===== src/rtl/pipelined_prefix_adder_if.sv =====
// Operand/result handshake bundle for the pipelined prefix adder.
// The slave modport is the adder. The master modport is whatever drives operands and consumes results.
interface pipelined_prefix_adder_if #(parameter int WIDTH = 8);
    logic             in_valid;
    logic             in_ready;
    logic [WIDTH-1:0] a;
    logic [WIDTH-1:0] b;
    logic             cin;
    logic             sub;
    logic             out_valid;
    logic             out_ready;
    logic [WIDTH-1:0] sum;
    logic             cout;
    logic             ovf;
    logic             zero;

    modport slave (
        input  in_valid, a, b, cin, sub, out_ready,
        output in_ready, out_valid, sum, cout, ovf, zero
    );

    modport master (
        output in_valid, a, b, cin, sub, out_ready,
        input  in_ready, out_valid, sum, cout, ovf, zero
    );
endinterface


===== src/rtl/pipelined_prefix_adder.sv =====
// Kogge-Stone adder/subtractor with a register after operand prep and after every prefix level.
// A single global stall freezes the whole pipe when the result is not taken.
module pipelined_prefix_adder #(
    parameter  int WIDTH  = 8,
    localparam int LEVELS = $clog2(WIDTH)
) (
    input  logic                     clk,
    input  logic                     rst_n,
    pipelined_prefix_adder_if.slave  bus
);
    logic [LEVELS:0]                  vld_q, vld_d;
    logic [LEVELS:0][WIDTH-1:0]       g_q, g_d;
    logic [LEVELS:0][WIDTH-1:0]       po_q, po_d;
    // The group-propagate vector is not needed after the last level.
    logic [LEVELS-1:0][WIDTH-1:0]     p_q, p_d;
    logic [LEVELS:0]                  c0_q, c0_d;
    logic [LEVELS:0]                  am_q, am_d;
    logic [LEVELS:0]                  bm_q, bm_d;
    logic [WIDTH-1:0]                 bb;
    logic [WIDTH-1:0]                 sum_w;
    logic                             stall;

    assign stall = vld_q[LEVELS] & ~bus.out_ready;
    assign bb    = bus.sub ? ~bus.b : bus.b;

    assign vld_d[0] = bus.in_valid;
    assign g_d[0]   = bus.a & bb;
    assign po_d[0]  = bus.a ^ bb;
    assign p_d[0]   = bus.a ^ bb;
    assign c0_d[0]  = bus.sub | bus.cin;
    assign am_d[0]  = bus.a[WIDTH-1];
    assign bm_d[0]  = bb[WIDTH-1];

    for (genvar k = 1; k <= LEVELS; k++) begin : g_lvl
        localparam int D = 1 << (k - 1);
        logic [WIDTH-1:0] gf;

        // Carry-in becomes part of bit 0's generate before the first combine.
        if (k == 1) begin : g_fold
            assign gf = {g_q[0][WIDTH-1:1], g_q[0][0] | (p_q[0][0] & c0_q[0])};
        end else begin : g_nofold
            assign gf = g_q[k-1];
        end

        for (genvar i = 0; i < WIDTH; i++) begin : g_bit
            if (i >= D) begin : g_comb
                assign g_d[k][i] = gf[i] | (p_q[k-1][i] & gf[i-D]);
            end else begin : g_pass
                assign g_d[k][i] = gf[i];
            end
            if (k < LEVELS) begin : g_prop
                if (i >= D) begin : g_pc
                    assign p_d[k][i] = p_q[k-1][i] & p_q[k-1][i-D];
                end else begin : g_pp
                    assign p_d[k][i] = p_q[k-1][i];
                end
            end
        end

        assign vld_d[k] = vld_q[k-1];
        assign po_d[k]  = po_q[k-1];
        assign c0_d[k]  = c0_q[k-1];
        assign am_d[k]  = am_q[k-1];
        assign bm_d[k]  = bm_q[k-1];
    end

    always_ff @(posedge clk or negedge rst_n) begin
        if (!rst_n) begin
            vld_q <= '0;
            g_q   <= '0;
            po_q  <= '0;
            p_q   <= '0;
            c0_q  <= '0;
            am_q  <= '0;
            bm_q  <= '0;
        end else if (!stall) begin
            vld_q <= vld_d;
            g_q   <= g_d;
            po_q  <= po_d;
            p_q   <= p_d;
            c0_q  <= c0_d;
            am_q  <= am_d;
            bm_q  <= bm_d;
        end
    end

    assign sum_w         = po_q[LEVELS] ^ {g_q[LEVELS][WIDTH-2:0], c0_q[LEVELS]};
    assign bus.sum       = sum_w;
    assign bus.cout      = g_q[LEVELS][WIDTH-1];
    assign bus.ovf       = (am_q[LEVELS] ~^ bm_q[LEVELS]) & (sum_w[WIDTH-1] ^ am_q[LEVELS]);
    // Held low in reset even though the cleared sum would otherwise read as zero.
    assign bus.zero      = rst_n & ~|sum_w;
    assign bus.out_valid = vld_q[LEVELS];
    assign bus.in_ready  = ~stall;
endmodule


===== src/flat_wrapper.sv =====
// flat-port wrapper written by rule: the top's interface ports become plain ports
module pipelined_prefix_adder_flat 
#(
    parameter  int WIDTH  = 8,
    localparam int LEVELS = $clog2(WIDTH)
)
  (clk, rst_n, bus_in_valid, bus_a, bus_b, bus_cin, bus_sub, bus_out_ready, bus_in_ready, bus_out_valid, bus_sum, bus_cout, bus_ovf, bus_zero);
  pipelined_prefix_adder_if #(.WIDTH(WIDTH)) bus_i ();
  input  logic clk;
  input  logic rst_n;
  input wire logic [$bits(bus_i.in_valid)-1:0] bus_in_valid;
  input wire logic [$bits(bus_i.a)-1:0] bus_a;
  input wire logic [$bits(bus_i.b)-1:0] bus_b;
  input wire logic [$bits(bus_i.cin)-1:0] bus_cin;
  input wire logic [$bits(bus_i.sub)-1:0] bus_sub;
  input wire logic [$bits(bus_i.out_ready)-1:0] bus_out_ready;
  output wire logic [$bits(bus_i.in_ready)-1:0] bus_in_ready;
  output wire logic [$bits(bus_i.out_valid)-1:0] bus_out_valid;
  output wire logic [$bits(bus_i.sum)-1:0] bus_sum;
  output wire logic [$bits(bus_i.cout)-1:0] bus_cout;
  output wire logic [$bits(bus_i.ovf)-1:0] bus_ovf;
  output wire logic [$bits(bus_i.zero)-1:0] bus_zero;
  assign bus_i.in_valid = bus_in_valid;
  assign bus_i.a = bus_a;
  assign bus_i.b = bus_b;
  assign bus_i.cin = bus_cin;
  assign bus_i.sub = bus_sub;
  assign bus_i.out_ready = bus_out_ready;
  assign bus_in_ready = bus_i.in_ready;
  assign bus_out_valid = bus_i.out_valid;
  assign bus_sum = bus_i.sum;
  assign bus_cout = bus_i.cout;
  assign bus_ovf = bus_i.ovf;
  assign bus_zero = bus_i.zero;
  pipelined_prefix_adder #(.WIDTH(WIDTH)) u_core (.clk(clk), .rst_n(rst_n), .bus(bus_i));
endmodule

===== config.mk =====
export PLATFORM = sky130hd
export DESIGN_NAME = pipelined_prefix_adder_flat
export DESIGN_NICKNAME = d
export VERILOG_FILES = /design/src/rtl/pipelined_prefix_adder_if.sv /design/src/rtl/pipelined_prefix_adder.sv /design/src/flat_wrapper.sv
export SDC_FILE = /design/constraint.sdc
export NUM_CORES = 1
export LEC_CHECK = 0
export BUFFER_PORTS_ARGS = -buffer_cell sky130_fd_sc_hd__buf_4
export CAP_MARGIN = 30
export CORE_UTILIZATION = 50
export DETAILED_ROUTE_END_ITERATION = 7
export GPL_ROUTABILITY_DRIVEN = 0
export PLACE_DENSITY_LB_ADDON = 0.1
export SLEW_MARGIN = 10
export SYNTH_ARGS = -nofsm -noshare
export SYNTH_HDL_FRONTEND = slang
export SYNTH_SLANG_ARGS = --single-unit

===== constraint.sdc =====
create_clock -name clk -period 2.5 [get_ports clk]
set_input_delay 0.25 -clock clk [delete_from_list [all_inputs] [get_ports clk]]
set_output_delay 0.25 -clock clk [all_outputs]
set_load 0.01 [all_outputs]

==> results.txt <==
Vertical die dimension - 88.98 um
Largest net degree at the start of global routing - 105
Cell taking the most area after synthesis - sky130_fd_sc_hd__dfrtp_1
Inst Count DP - 529
Static Leakage - 2.252 nW
Synth cell types - 22
Number of cells produced by synthesis - 413
Arrival time reported for the critical path endpoint - 1.56 ns
Fraction of post-synthesis cell area in the top cell type by area - 59.54%
Combined global-route utilization of all metal layers - 17.96%
Buffers added on ports - 34
Global-route wire length before repair - 10.75 mm
Count of routing violations after the opening detailed-route iteration - 185
Clock sink total - 90
Number of top-level pins - 35
RSZ-0062 raised after global routing - false
Clock H-tree levels - 3
Synthesis-stage register bit count - 90
First-pass detailed-route iteration total - 4
Final core utilization - 58.29%
Actual transition at the worst max-transition pin - 0.4057 ns
Number of pins exceeding their max-slew limit in the final report - 0
Proportion of layout cells with a drive suffix above 1 - 12.72%
Standard cell area after detailed placement - 4043 um2
Endpoint class of the critical path - output port
Crit-path max FO - 2
Overall power - 4.821 mW
Hold WC Path Type - primary input to register
Most frequent cell after synthesis - sky130_fd_sc_hd__nand2_1
Area of the multi-input gates - 1361 um2
Post-DR wirelength/cell - 11.47 um
EDFF count, synth - 0
Maximum frequency from static timing analysis - 553.2 MHz
PwrDens - 1134 nW/um2
Antenna diode count - 0
Cell types occupying the most area after synthesis - sky130_fd_sc_hd__dfrtp_1 60%, sky130_fd_sc_hd__nand2_1 21%, sky130_fd_sc_hd__xor2_1 3.5%
Number of vias in the routed layout - 2611
Post-DR vias/cell - 4.773
Clock network latency to the later pin of the worst-skew pair - 0.35 ns
Row cnt - 31
Netlist Area Pre-Place - 3782 um2
FFs w/ async S/R, synth - 100.0%
Die footprint - 7917 um2
Non-filler instance count after layout - 547
Sequential area share after synthesis - 59.54%
Area taken by flip-flops and latches - 2252 um2
Number of buffers added for setup after CTS - 0
Yosys warns - 0
Number of failing hold endpoints at the final stage - 0
Clock input transition at the sequential cells of the worst setup and hold paths - 0.08 ns
Mean cell area of the mapped netlist - 9.158 um2
Synth top cells by count - 216 x sky130_fd_sc_hd__nand2_1, 90 x sky130_fd_sc_hd__dfrtp_1, 18 x sky130_fd_sc_hd__a21oi_1
Slack of the worst reg-to-reg path - 1.09 ns
Final total negative setup slack - 0 ns
Worst Path Required - 2.25 ns
Floorplan Core Area - 7292 um2
Die boundary width - 88.98 um
Number of antenna violations at the first check in global routing - 0
CTS Hold Buffers Added - 1
Layout Area Growth over Synthesis - 12.37%
Finished Cell Area - 4250 um2
Class of the most critical setup path - register to output port
Net total in the final layout - 473
Vias in the first global route - 2395
Number of nets with antenna violations after detailed routing - 0
Fill cell instance count of the final layout - 710
Total nets after synthesis - 443
Outcome - finished clean
Startpoint Class - register
Placed wire-length estimate - 4.018 mm
Worst rel slew slack - 72.95%
Dominant synthesized flop cell - sky130_fd_sc_hd__dfrtp_1
TritonCTS clock tree - done
Gr ovfl total - 0
Crit path time final - 1.808 ns
Fraction of the cycle the final worst path needs - 72.31%
Number of gates resized after cts - 0
Final wirelength - 6.275 mm
Number of buffers created by CTS - 9
Count of max-cap constraint violations - 0
Number of design rule violations left after detail routing - 0
Clock root cell - sky130_fd_sc_hd__clkbuf_8
Worst-case clock skew - 0.009683 ns
IR drop worst, VDD - 0.4593 mV
Initial Util - 51.87%
Maximum clock path buffer count - 2
Final setup violating endpoints - 0
-- critical path, cell delays in order, from the launching register on --
cell,delay (ns)
sky130_fd_sc_hd__dfrtp_1,0.39
sky130_fd_sc_hd__xor2_1,0.18
sky130_fd_sc_hd__nor4_1,0.29
sky130_fd_sc_hd__and4_1,0.23
sky130_fd_sc_hd__buf_4,0.12
-- layer usage --
metal,share of wire (%),GRT usage [%]
met5,0,0
met3,3.4,4.155
met4,1.4,6.926
met2,45,29.02
met1,50,23.86
-- cells in the final DEF, fill, tap and decap left out, types with 3 or more instances in the layout --
master,synthesis,final
sky130_fd_sc_hd__nand2_1,216,216
sky130_fd_sc_hd__dfrtp_1,90,90
sky130_fd_sc_hd__o21ai_0,17,17
sky130_fd_sc_hd__nand3_1,11,11
sky130_fd_sc_hd__xor2_1,15,15
sky130_fd_sc_hd__ha_1,8,8
sky130_fd_sc_hd__nor2_1,7,7
sky130_fd_sc_hd__buf_4,8,37
sky130_fd_sc_hd__clkbuf_8,0,9
sky130_fd_sc_hd__clkinv_2,0,3
sky130_fd_sc_hd__clkinvlp_4,0,3
sky130_fd_sc_hd__a21oi_1,18,18
-- registers in the layout, indices dropped and copies added, names as in the netlist --
signal and flops:
u_core.bus.cout 1, u_core.g_q 8, u_core.g_lvl.gf 23, u_core.p_q 11, u_core.bm_q 4, u_core.vld_q 4
u_core.am_q 4, u_core.po_d 22, u_core.po_q 8, u_core.c0_q 4, u_core.p_d 1
-- metrics by stage --
step           hold slack [ns]  worst slack, ns
6_report               0.09676           0.6922
5_1_grt                 0.1101           0.5870
4_1_cts                0.09010           0.6540
3_5_place_dp            0.2066           0.8635
3_3_place_gp            0.2055           0.8928
2_1_floorplan         -0.04559            1.185
-- worst paths after layout --
| check | startpoint | end | depth (start not counted) |
|---|---|---|---|
| worst min-delay path | bus_in_valid | u_core.vld_q[0]$_DFFE_PN0N_ | 3 |
| worst max register to register | u_core.vld_q[3]$_DFFE_PN0N_ | u_core.g_q[29]$_DFFE_PN0N_ | 4 |
| max in group asynchronous | rst_n | u_core.po_d[30]$_DFFE_PN0N_ | 3 |
| worst min register to register | u_core.vld_q[2]$_DFFE_PN0N_ | u_core.vld_q[3]$_DFFE_PN0N_ | 1 |
| worst max-delay path | u_core.g_q[26]$_DFFE_PN0N_ | bus_zero | 4 |
| min in group asynchronous | rst_n | u_core.am_q[2]$_DFFE_PN0N_ | 2 |
-- kinds of logic (layout without fill, tap and decap cells) --
group / count (synthesis) / after routing / share of synthesized area [%]
DFF: 90 / 90 / 59.54
xor gates and xnor gates: 16 / 16 / 3.705
buffers and inverters: 23 / 58 / 4.465
AOI/OAI and AO/OA: 36 / 36 / 4.830
and+or+nand+nor: 240 / 240 / 24.81
adders and majority gates: 8 / 8 / 2.646
-- where the power goes --
part	total [mW]	switching (mW)	internal, mW	leakage [nW]
combinational	1.48	0.831	0.652	1.05
clock	0.857	0.500	0.357	0.0810
sequential	2.48	0.416	2.06	1.12
-- cell type report --
type                    count  area share (%)
clock buffers               9           2.914
well taps                  99           2.914
repair buffers             40           7.889
inverters                   2          0.1766
flip-flops and latches     90           52.99
multi-input cells         300           32.03
clock inverters             7           1.089
Note: power is estimated with default switching activity, not from simulation.
